$ cat src/rtl/vdp_cmd_throttle.sv
// VDP command-slot pacing: fractional accumulator fed from a writable per-context/per-command increment RAM.
// Optional grant statistics counter enabled by defining VDP_THROTTLE_STATS_EN.
module vdp_cmd_throttle #(
    parameter int unsigned ACC_W = 16
) (
    input  logic             CLK21M,
    input  logic             RESET,
    input  logic [3:0]       VDP_COMMAND,
    input  logic             VDPR9PALMODE,
    input  logic             REG_R1_DISP_ON,
    input  logic             REG_R8_SP_OFF,
    input  logic             REG_R9_Y_DOTS,
    input  logic             VDPSPEEDMODE,
    input  logic             DRIVE,
    input  logic             TBL_WE,
    input  logic [7:0]       TBL_ADDR,
    input  logic [ACC_W-1:0] TBL_WDATA,
    output logic             INIT_BUSY,
    output logic             ACTIVE
`ifdef VDP_THROTTLE_STATS_EN
    ,
    output logic [15:0]      GRANT_CNT,
    input  logic             GRANT_CLR
`endif
);

    localparam int unsigned TBL_DEPTH = 256;
    localparam int unsigned INIT_W    = 9;
    localparam logic [ACC_W-1:0] DEF  = {1'b1, {(ACC_W-1){1'b0}}};

    localparam logic ST_INIT = 1'b0;
    localparam logic ST_RUN  = 1'b1;

    logic              state_q, state_nxt;
    logic [INIT_W-1:0] init_cnt_q, init_cnt_nxt;
    logic              mem_we_c;
    logic [7:0]        mem_waddr_c;
    logic [ACC_W-1:0]  mem_wdata_c;

    logic [ACC_W-1:0]  tbl [TBL_DEPTH];
    logic [ACC_W-1:0]  incr_q;
    logic [ACC_W-1:0]  acc_q;
    logic [3:0]        cmd_q;
    logic [3:0]        ctx_c;
    logic [7:0]        rd_addr_c;

    // Display-off collapses sprite/line-count bits so blank screens share one context per refresh rate
    assign ctx_c     = {VDPR9PALMODE, REG_R1_DISP_ON,
                        REG_R1_DISP_ON & ~REG_R8_SP_OFF,
                        REG_R1_DISP_ON & REG_R9_Y_DOTS};
    assign rd_addr_c = {ctx_c, VDP_COMMAND};

    always_ff @(posedge CLK21M) begin
        if (RESET) begin
            state_q    <= ST_INIT;
            init_cnt_q <= '0;
        end else begin
            state_q    <= state_nxt;
            init_cnt_q <= init_cnt_nxt;
        end
    end

    // Init fills every entry with DEF, then hands the write port to the host
    always_comb begin
        state_nxt    = state_q;
        init_cnt_nxt = init_cnt_q;
        mem_we_c     = 1'b0;
        mem_waddr_c  = TBL_ADDR;
        mem_wdata_c  = TBL_WDATA;
        case (state_q)
            ST_INIT: begin
                if (init_cnt_q[INIT_W-1]) begin
                    state_nxt = ST_RUN;
                end else begin
                    mem_we_c     = 1'b1;
                    mem_waddr_c  = init_cnt_q[7:0];
                    mem_wdata_c  = DEF;
                    init_cnt_nxt = init_cnt_q + INIT_W'(1);
                end
            end
            default: begin
                mem_we_c = TBL_WE;
            end
        endcase
    end

    always_ff @(posedge CLK21M) begin
        if (mem_we_c && !RESET) begin
            tbl[mem_waddr_c] <= mem_wdata_c;
        end
    end

    // Read is registered, so a same-edge write returns the old entry
    always_ff @(posedge CLK21M) begin
        if (RESET) begin
            incr_q <= '0;
        end else if (state_q == ST_RUN) begin
            incr_q <= tbl[rd_addr_c];
        end
    end

    // Command change drops accumulated credit and wins over DRIVE
    always_ff @(posedge CLK21M) begin
        if (RESET) begin
            acc_q <= '0;
            cmd_q <= VDP_COMMAND;
        end else begin
            cmd_q <= VDP_COMMAND;
            if (VDP_COMMAND != cmd_q) begin
                acc_q <= '0;
            end else if ((state_q == ST_RUN) && DRIVE) begin
                acc_q <= {1'b0, acc_q[ACC_W-2:0]} + incr_q;
            end
        end
    end

    assign INIT_BUSY = (state_q == ST_INIT);
    assign ACTIVE    = acc_q[ACC_W-1] | VDPSPEEDMODE | INIT_BUSY;

`ifdef VDP_THROTTLE_STATS_EN
    logic [15:0] grant_cnt_q;

    always_ff @(posedge CLK21M) begin
        if (RESET) begin
            grant_cnt_q <= '0;
        end else if (GRANT_CLR) begin
            grant_cnt_q <= '0;
        end else if (DRIVE && ACTIVE && !INIT_BUSY && (grant_cnt_q != 16'hFFFF)) begin
            grant_cnt_q <= grant_cnt_q + 16'd1;
        end
    end

    assign GRANT_CNT = grant_cnt_q;
`endif

endmodule

$ cat config.mk
export PLATFORM = sky130hd
export DESIGN_NAME = vdp_cmd_throttle
export DESIGN_NICKNAME = d
export VERILOG_FILES = /design/src/rtl/vdp_cmd_throttle.sv
export SDC_FILE = /design/constraint.sdc
export NUM_CORES = 2
export LEC_CHECK = 0
export BUFFER_PORTS_ARGS = -buffer_cell sky130_fd_sc_hd__buf_2
export CORE_ASPECT_RATIO = 1.2
export CORE_UTILIZATION = 40
export CTS_CLUSTER_SIZE = 40
export DETAILED_ROUTE_END_ITERATION = 10
export SLEW_MARGIN = 20
export SYNTH_ARGS = -nofsm -noshare
export SYNTH_HDL_FRONTEND = slang
export SYNTH_SLANG_ARGS = --single-unit
$ cat constraint.sdc
create_clock -name CLK21M -period 9.85 [get_ports CLK21M]
set_clock_uncertainty 0.1 [all_clocks]
set_input_delay 0.985 -clock CLK21M [delete_from_list [all_inputs] [get_ports CLK21M]]
set_output_delay 0.985 -clock CLK21M [all_outputs]
set_load 0.02 [all_outputs]
==> flow_summary.toml <==
[status]
status = "completed"

[pwr]
ir_worst_vdd_mv = 0.161
power.leakage_uw = 0.0360
powerDensity_nw_per_um2 = 194

[synth]
synth_seq_cells = 2606
synth_edf_count = 2560
netlist_instances = 4398
synthFlopType = "edfxtp_1"
ys_warn_count = 0
synth.distinct_cells = 63
synth_fp_nets = 4452
synth_area_sq_um = 101000
synth-async-reset-ratio = 0
syn_area_per_cell_sq_um = 22.9
ys_seq_area_frac = 0.773

[floorplan]
io_pins = 39
die_h_um = 552
die_w_um = 460
die_area_sq_um = 254000
rows = 201
core_sq_um = 250000
start_util = 0.403

[layout]
final_common_cell = "edfxtp_1"
layout.nets = 4760
syn_to_final_growth_pct = 13.2
drive_gt1_frac = 0.296
most-common-layout-cells = "edfxtp_1 (2,560), mux4_2 (747), buf_4 (250)"
final_cells = 8259

[routing]
drc_errors = 0
drtIter0Drc = 5879
antenna_left = 0
vias = 48371
wl_per_cell_um = 32.6
firstDrtPassIters = 8
vias_per_cell = 5.86
routed_wl_mm = 270

[place]
dp_cells = 7804
dp.final_hpwl_mm = 160
portBuffers = 38
place_congestion = 0.871

[cts]
cts_max_level = 4
cts_root_buffer = "clkbuf_16"
cts-buffers-inserted = 247
clock-sinks = 2606
post-cts-setup-buffers = 0
clk_path_buf_depth = 4
tritoncts = "built"
clkLatencyLatePin_ns = 0.92
cts_hold_buffers = 0
ctsResizeCount = 0
clk_pin_slew_ns = 0.07

[sta]
max_freq_mhz = 213
fin_crit_ns = 4.69
grt_setup_unrepaired = "false"
relSlewSlack = 0.196
hold_violations = 0
slew_viol_final = 0
worstMarginPinSlew_ns = 1.20
fin_crit_sh = 0.476
finalSetupViolCount = 0
setup_tns_ns = 0

[global_route]
grtUsageTotal = 0.211
grt_max_degree = 113
grt_pass1_vias = 48369
grt_pass1_wl_mm = 378
grt_overflow_total = 0
antenna_found_initial = 27

[setup_path]
worstPathArrival_ns = 5.32
cp_max_fo = 65
reg2reg_from = "state_q$_SDFF_PP0_"
critPathCaptureType = "register"
worstSetupPathType = "primary input to register"
critPathRequiredTime_ns = 10.48
start_kind = "primary input"
cp-startpoint = "VDP_COMMAND[0]"

[job]
cap_violations = 0

[hold_path]
hp-class = "register to register"
min_from = "acc_q[6]$_SDFFE_PP0P_"
-- sequential cells by signal, summed over array words and instances (netlist names) --
| register | cells |
|---|---|
| init_cnt_q | 9 |
| tbl | 2560 |
| state_q | 1 |
| acc_q | 16 |
| incr_q | 16 |
| cmd_q | 4 |
-- path summary, 6_finish.rpt --
kind	to	slack, ns	cells past startpoint
hold / removal	acc_q[6]$_SDFFE_PP0P_	0.36	2
setup / recovery	incr_q[1]$_SDFFE_PP0P_	5.16	7
setup reg to reg	tbl[193][5]$_DFFE_PP_	5.56	5
hold reg to reg	acc_q[6]$_SDFFE_PP0P_	0.36	2
-- area by class of cell --
cell class / instances / area [sq um]
diodes: 9 / 22.5
clock buffers: 308 / 6520
clock inverters: 136 / 1260
well taps: 3349 / 4190
flip-flops and latches: 2606 / 77800
inverters: 8 / 30.0
repair buffers: 310 / 2440
multi-input cells: 1533 / 21700
fillers: 20706 / 136000
-- layer usage --
layer / routed length [um] / global-route usage / share of wire
met2: 133000 / 0.350 / 0.49
met3: 19700 / 0.0322 / 0.073
met1: 106000 / 0.284 / 0.39
met5: 28 / 0 / 0.00010
met4: 10800 / 0.0797 / 0.040
-- critical path, stage by stage --
cell and delay, ns:
buf_8 0.55, buf_12 0.45, buf_4 0.74, mux4_2 0.59, mux4_2 0.55, a222oi_1 0.81, o2111ai_1 0.17
-- cell usage after synthesis, types with 10 or more instances --
| library cell | number | area [sq um] |
|---|---|---|
| edfxtp_1 | 2560 | 76900 |
| mux4_2 | 747 | 16800 |
| nor2_1 | 188 | 706 |
| clkbuf_1 | 108 | 405 |
| nand2_1 | 84 | 315 |
| nand3_1 | 79 | 395 |
| buf_2 | 74 | 370 |
| a21oi_1 | 49 | 245 |
| dfxtp_1 | 46 | 921 |
| mux2i_1 | 45 | 450 |
| a22oi_1 | 41 | 308 |
| buf_4 | 26 | 195 |
| buf_1 | 23 | 86.3 |
| and2_1 | 20 | 125 |
| buf_6 | 20 | 225 |
| nand3b_1 | 20 | 150 |
| and3_1 | 18 | 113 |
| o21ai_0 | 18 | 90.1 |
| ha_1 | 16 | 200 |
| o2111ai_1 | 14 | 123 |
| nor3_1 | 13 | 65.1 |
| a222oi_1 | 11 | 110 |
| nor2b_1 | 11 | 68.8 |
| xor2_1 | 11 | 96.3 |
| mux2_2 | 10 | 113 |
-- logic make-up after synthesis --
logic type | Yosys count | synth area share
simple gates | 478 | 0.0225
flops | 2606 | 0.773
buf+inv | 259 | 0.0130
compound gates | 216 | 0.0151
mux | 802 | 0.173
fa+ha+maj | 17 | 0.00219
xor+xnor | 20 | 0.00174
-- stage by stage --
stage                     utilization  cell area [sq um]  setup slack [ns]  power [uW]  hold WS [ns]
after floorplan                     -             101000              5.77       12800         0.330
after global placement          0.424             106000              3.57       13000         0.349
after detailed placement        0.424             106000              4.25       13100         0.353
after CTS                       0.456             114000              5.12       22300         0.362
after global routing            0.456             114000              4.95       22700         0.383
final                           0.456             114000              5.16       22100         0.358
-- report_power, final --
part / leakage, uW / switching, uW / internal, uW / total [uW]
Sequential: 0.0241 / 5.08 / 12000 / 12000
Clock: 0.00380 / 4090 / 5220 / 9310
Combinational: 0.00810 / 444 / 359 / 804
(Power assumes the default switching activity.)
